<file path="src/rtl/scsi_sm_input_cond.sv">
// ---------------------------------------------------------------------------
// scsi_sm_input_cond
//   Input-conditioning stage in front of the SCSI state-machine input decode.
//   It synchronises the asynchronous DREQ_/DSACK_ handshake lines, detects
//   the synchronised assertion of DSACK_, holds the pending CPU-access
//   request flag, and keeps the 2-bit longword byte-offset pointer.
//
// Parameters
//   SYNC_STAGES  depth of each DREQ_/DSACK_ synchroniser (2 or 3 only)
//
// Ports
//   CLK, RST      clock and synchronous active-high reset
//   DREQ_, DSACK_ async active-low SCSI controller handshake inputs
//   SET_CPUREQ    host CPU-access request pulse
//   CLR_CPUREQ    CPU access serviced pulse from the SCSI SM
//   CLRBO, LOADBO, BO_IN, INCBO   byte-offset clear / load / increment
//   CDREQ_, CDSACK_  synchronised handshake lines (active-low)
//   DSACK_FALL    one-cycle pulse on synchronised DSACK_ assertion
//   CCPUREQ       registered pending CPU-request flag
//   BO, BOEQ3     current byte offset and its ==3 decode
// ---------------------------------------------------------------------------
module scsi_sm_input_cond #(
    parameter int SYNC_STAGES = 2
) (
    input  logic       CLK,
    input  logic       RST,
    input  logic       DREQ_,
    input  logic       DSACK_,
    input  logic       SET_CPUREQ,
    input  logic       CLR_CPUREQ,
    input  logic       CLRBO,
    input  logic       LOADBO,
    input  logic [1:0] BO_IN,
    input  logic       INCBO,
    output logic       CDREQ_,
    output logic       CDSACK_,
    output logic       DSACK_FALL,
    output logic       CCPUREQ,
    output logic [1:0] BO,
    output logic       BOEQ3
);

    // Only 2- and 3-stage synchronisers are supported; anything else must
    // stop elaboration rather than build an unverified chain.
    generate
        if (SYNC_STAGES != 2 && SYNC_STAGES != 3) begin : g_bad_stages
            $error("scsi_sm_input_cond: SYNC_STAGES must be 2 or 3");
        end
    endgenerate

    typedef enum logic {
        IDLE = 1'b0,
        PEND = 1'b1
    } cpu_state_e;

    logic [SYNC_STAGES-1:0] dreq_sync_q,  dreq_sync_d;
    logic [SYNC_STAGES-1:0] dsack_sync_q, dsack_sync_d;
    logic                   dsack_prev_q, dsack_prev_d;
    cpu_state_e             cpu_state_q,  cpu_state_d;
    logic [1:0]             bo_q,         bo_d;

    always_comb begin
        // Bit 0 is the capture stage; the MSB is the settled output stage.
        dreq_sync_d  = {dreq_sync_q[SYNC_STAGES-2:0],  DREQ_};
        dsack_sync_d = {dsack_sync_q[SYNC_STAGES-2:0], DSACK_};
        dsack_prev_d = dsack_sync_q[SYNC_STAGES-1];

        // Set has priority over clear so a request arriving in the same
        // cycle as the service acknowledge is never dropped.
        cpu_state_d = cpu_state_q;
        case (cpu_state_q)
            IDLE:    if (SET_CPUREQ) cpu_state_d = PEND;
            PEND:    if (CLR_CPUREQ && !SET_CPUREQ) cpu_state_d = IDLE;
            default: cpu_state_d = IDLE;
        endcase

        bo_d = bo_q;
        if (CLRBO)       bo_d = 2'd0;
        else if (LOADBO) bo_d = BO_IN;
        else if (INCBO)  bo_d = bo_q + 2'd1;
    end

    always_ff @(posedge CLK) begin
        if (RST) begin
            // Chains reset to the deasserted (high) level; the previous
            // DSACK_ value resets high too, so no edge is seen right after
            // reset even if DSACK_ is already low.
            dreq_sync_q  <= '1;
            dsack_sync_q <= '1;
            dsack_prev_q <= 1'b1;
            cpu_state_q  <= IDLE;
            bo_q         <= 2'd0;
        end else begin
            dreq_sync_q  <= dreq_sync_d;
            dsack_sync_q <= dsack_sync_d;
            dsack_prev_q <= dsack_prev_d;
            cpu_state_q  <= cpu_state_d;
            bo_q         <= bo_d;
        end
    end

    assign CDREQ_     = dreq_sync_q[SYNC_STAGES-1];
    assign CDSACK_    = dsack_sync_q[SYNC_STAGES-1];
    // Both terms are flops, so the pulse is glitch-free and has no path
    // from the asynchronous input.
    assign DSACK_FALL = dsack_prev_q & ~CDSACK_;
    assign CCPUREQ    = (cpu_state_q == PEND);
    assign BO         = bo_q;
    assign BOEQ3      = &bo_q;

endmodule

</file>
<file path="config.mk">
export PLATFORM = sky130hd
export DESIGN_NAME = scsi_sm_input_cond
export DESIGN_NICKNAME = d
export VERILOG_FILES = /design/src/rtl/scsi_sm_input_cond.sv
export SDC_FILE = /design/constraint.sdc
export NUM_CORES = 1
export LEC_CHECK = 0
export BUFFER_PORTS_ARGS = -buffer_cell sky130_fd_sc_hd__buf_4
export CORE_AREA = 2 2 39 41
export DETAILED_ROUTE_END_ITERATION = 6
export DIE_AREA = 0 0 41 43
export GPL_ROUTABILITY_DRIVEN = 0
export GPL_TIMING_DRIVEN = 0
export PLACE_DENSITY = 0.58
export SLEW_MARGIN = 30
export SYNTH_ARGS = -nofsm -noshare
export SYNTH_HDL_FRONTEND = slang
export SYNTH_SLANG_ARGS = --single-unit
export TNS_END_PERCENT = 50
</file>
<file path="constraint.sdc">
create_clock -name CLK -period 1.1 [get_ports CLK]
set_clock_uncertainty 0.05 [all_clocks]
set_input_delay 0 -clock CLK [delete_from_list [all_inputs] [get_ports CLK]]
set_output_delay 0 -clock CLK [all_outputs]
set_load 0.02 [all_outputs]
</file>
* Yosys cells after proc, flatten, opt, wreduce, memory -nomap -nowiden
Index checks and enable logic that the tools add are counted.
Widths: inputs -> output; s select.
** Storage, ports and cells
- Register bits :: 8
- Word-level logic and storage cells :: 19
- Bits of input ports :: 11
- Output and inout bits :: 7
** Cells by class
- Bitwise operators :: 3
- Add/subtract/negate cells :: 1
- Reduce and logical (&&, ||, !) cells :: 5
- Multiplexer cells :: 5
** Operators by type and width (count)
- $mux 2 :: 2
- $add 2x1->2 const B :: 1
- $mux 1 :: 2
- $not 1->1 :: 2
- $pmux 1 s2 :: 1
- $reduce_and 2->1 :: 1
- $reduce_bool 2->1 :: 1
- $reduce_or 2->1 :: 1
- $and 1x1->1 :: 1
- $logic_and 1x1->1 :: 1
- $logic_not 1->1 :: 1

* Longest topological paths before layout
- Depth in word-level cells :: 4
- Mapped depth :: 3
- Mapped depth without buffers :: 3

* Worst setup path before layout
No wires, ideal clock.
- Path kind :: flip-flop to flip-flop
- Start point :: register bo_q[0], in the netlist BO[0]
- End point :: register bo_q[1], in the netlist BO[1]
- Library setup time :: 0.103 ns
- Path buffers :: 0
- Arrival time :: 1.071 ns
- Period minus slack after synthesis :: 1.225 ns
- Path slack :: -0.125 ns
- Stages on the path, launching flop included :: 4
- Required time :: 0.947 ns
- Path through :: dfxtp_1 ha_1 mux2i_1 a2111oi_2
** On the way
- Word-level cells in the longest chain between the ends :: 3
** RTL lines
- start: declaration :: RTL line 60 : logic [1:0] bo_q, bo_d;
- start signal: assignment :: RTL line 98 : bo_q <= bo_d;
- $add 2x1->2 :: RTL line 80 : else if (INCBO) bo_d = bo_q + 2'd1;
- $mux 2 :: RTL line 80
- $mux 2 :: RTL line 79 : else if (LOADBO) bo_d = BO_IN;
Every way passes these cells. The select of a mux whose other input is x is not followed.
A chain may end at the register's enable or synchronous reset.

* Final worst setup path
- Start point :: register bo_q[1], in the netlist BO[1]
- End point :: register bo_q[1], in the netlist BO[1]
Same word-level chain as after synthesis.

==> impl_results.md <==
* Cells after Synth at 25
* Distinct cells, synth at 10
* Largest family of logic cells by synthesized area: simple AND/OR/NAND/NOR gates
* Filler cells at between 100 and 150
* Share of layout cells above drive strength 1 at 0.596
* Setup tns final at -0.00710 ns
* Port buffer count at 17
* Crit path DAT at roughly 1.2 ns
* Placed cells at a little under 60
* Die X at a little over 40 um
* Layout Area Growth over Synthesis at 90.9%
* Non-filler cells, final at between 60 and 70
* NumNets Final at 66
* Overflow after GRT at 0
* Clk sink count at 8
* CP required at 1.19 ns
* Final hold slack at a little over 0.04 ns
* First-pass GRT wire length at roughly 970 um
* Htree depth at 1
* Synth Area in Compound Gates at 0.121
* Worst-Margin Slew at about 0.24 ns
* Max FO, Critical Path at 3
* DRT iter0 DRCs at 0
* PD cells at between 1000 and 1500 mW/mm2
* Antenna-violating nets left at 0
* TritonCTS clock tree: built
* Crit end category: flop
* Max-cap check violation count at 0
* Final hold vios at 0
* Clock latency on the worst-skew pair at 0.24 ns
* Die Height at 43 um
* Vias/cell at 4.01
* Tightest Hold Check Type: primary input to flop
* Final Routed Wirelength at around 630 um
* Pin count of the biggest net entering global routing at 9
* Simple-gate share of the synthesized area at 0.194
* Synth Register Bits at 8
* Synth Area in Adders at 0.0431
* Post-Syn Area at between 200 and 300 um2
* Routed len/inst at a little over 9 um
* # diodes at 0
* Syn nets at 37
* CP Launch Type: flop
* Status: finished, violations left
* Post-synthesis mux area share at 0.0345
* Tot Pwr at ~640 uW
* Core Area at between 0.001 and 0.0015 mm2
* # setup viols final at 1
* Syn Area/Cell at 11.6 um2
* Xor and xnor area share after synthesis at 0.0302
* Slew HR at 0.838
* Initial core utilization at 0.210
* Core Util, Final at 0.401
* RSZ-0062 raised after global routing: true
* CTS buffer count at 3
* Sequential share of the synthesized area at 0.552
* R2R Setup Slk at -0.007 ns
* Synth warnings at 0
* TritonRoute pass-1 iters at 1
* # Post-CTS Setup Buffers at 0
* Peak supply drop at roughly 0.53 mV
* Num ports at 18
* Commonest non-fill, non-tap cell in the layout: buf_4
* Setup CP Type: flop to flop
* Die area at between 0.0015 and 0.002 mm2
* Clock transition at path regs at around 0.05 ns
* Vias in the first global route at roughly 300
* Lkg Pwr at roughly 0.00024 uW
* Fin worst setup slack at -0.00710 ns
* Slew Viols, Final at 0
* Gr usage total at 0.0847
* Final Critical Period at between 1 and 1.5 ns
* CTS root buf: clkbuf_4
* Placement row count at 14
* Drt drc at 0
* Longest Clk Path Bufs at 2
* Initial antenna violation count at 0
* Violated checks: setup timing
* Vias after detailed routing at 273
* Fin crit share at 1.01
* Max Freq at roughly 900 MHz
* Most frequent cells in the layout: buf_4, dlygate4sd3_1, dfxtp_1, or2_2
Yosys cell counts (all sizes together):
| cell type | n | area (um2) |
|---|---|---|
| nand2b | 1 | 6.26 |
| xnor2 | 1 | 8.76 |
| mux2i | 1 | 10.0 |
| dfxtp | 8 | 160 |
| or2 | 5 | 31.3 |
| ha | 1 | 12.5 |
| inv | 2 | 7.51 |
| nor2b | 3 | 18.8 |
| a21oi | 1 | 5.00 |
| a2111oi | 2 | 30.0 |
through the flow:
step,worst slack [ns],cell area (um2)
2_1_floorplan,-0.00379,310
3_5_place_dp,-0.0137,458
5_1_grt,-0.0694,554
3_3_place_gp,-0.0341,458
6_report,-0.00710,554
4_1_cts,-0.0274,551
critical path: stages, from the launching register on:
cell       delay (ns)
dfxtp_4          0.35
ha_4             0.26
mux2i_2          0.06
a2111oi_2        0.28
where the power goes:
group	leakage (uW)	switching (uW)	internal, uW
combinational	0.000158	44.5	73.6
clock	0.0000138	91.3	124
sequential	0.0000676	8.76	302
logic make-up after synthesis:
logic type	after synthesis
and+or+nand+nor	9
adders and majority gates	1
AOI/OAI and AO/OA	3
xor gates and xnor gates	1
muxes	1
DFF	8
buffers and inverters	2
path summary, 6_finish.rpt:
| check | from | to | depth (start not counted) |
|---|---|---|---|
| max | BO[1] | BO[1] | 3 |
| max reg2reg | BO[1] | BO[1] | 3 |
| min | INCBO | BO[0] | 3 |
| min reg2reg | dsack_sync_q[0] | dsack_sync_q[1] | 1 |
final cells by class:
cell class                      instances  area, um2  area share
Tap cell                               16       20.0      0.0361
Inverter                                2       7.51      0.0135
Timing Repair Buffer                   24        198       0.357
Clock buffer                            3       22.5      0.0406
Multi-Input combinational cell         15        139       0.251
Sequential cell                         8        168       0.302
flip-flops by register name (all words and copies together) (netlist names):
signal and flops:
CCPUREQ 1, BO 2, dreq_sync_q 2, dsack_sync_q 2, dsack_prev_q 1
repair_timing:
| action | 4_1_cts | 5_1_grt |
|---|---|---|
| resized for setup | 0 | 1 |
| gates cloned | 0 | 0 |
| hold endpoints to repair | 8 | 0 |
| setup endpoints to repair | 1 | 1 |
| hold buffers | 7 | 0 |
routing by layer:
metal,GRT usage,wire length [um],vias up,part of all wire
met5,0,0,-,0
met4,0.0400,0,0,0
met3,0.0471,90,0,0.14
met2,0.141,274,18,0.44
met1,0.0782,262,118,0.42
li1,-,-,137,-
Note: power is estimated with default switching activity, not from simulation.
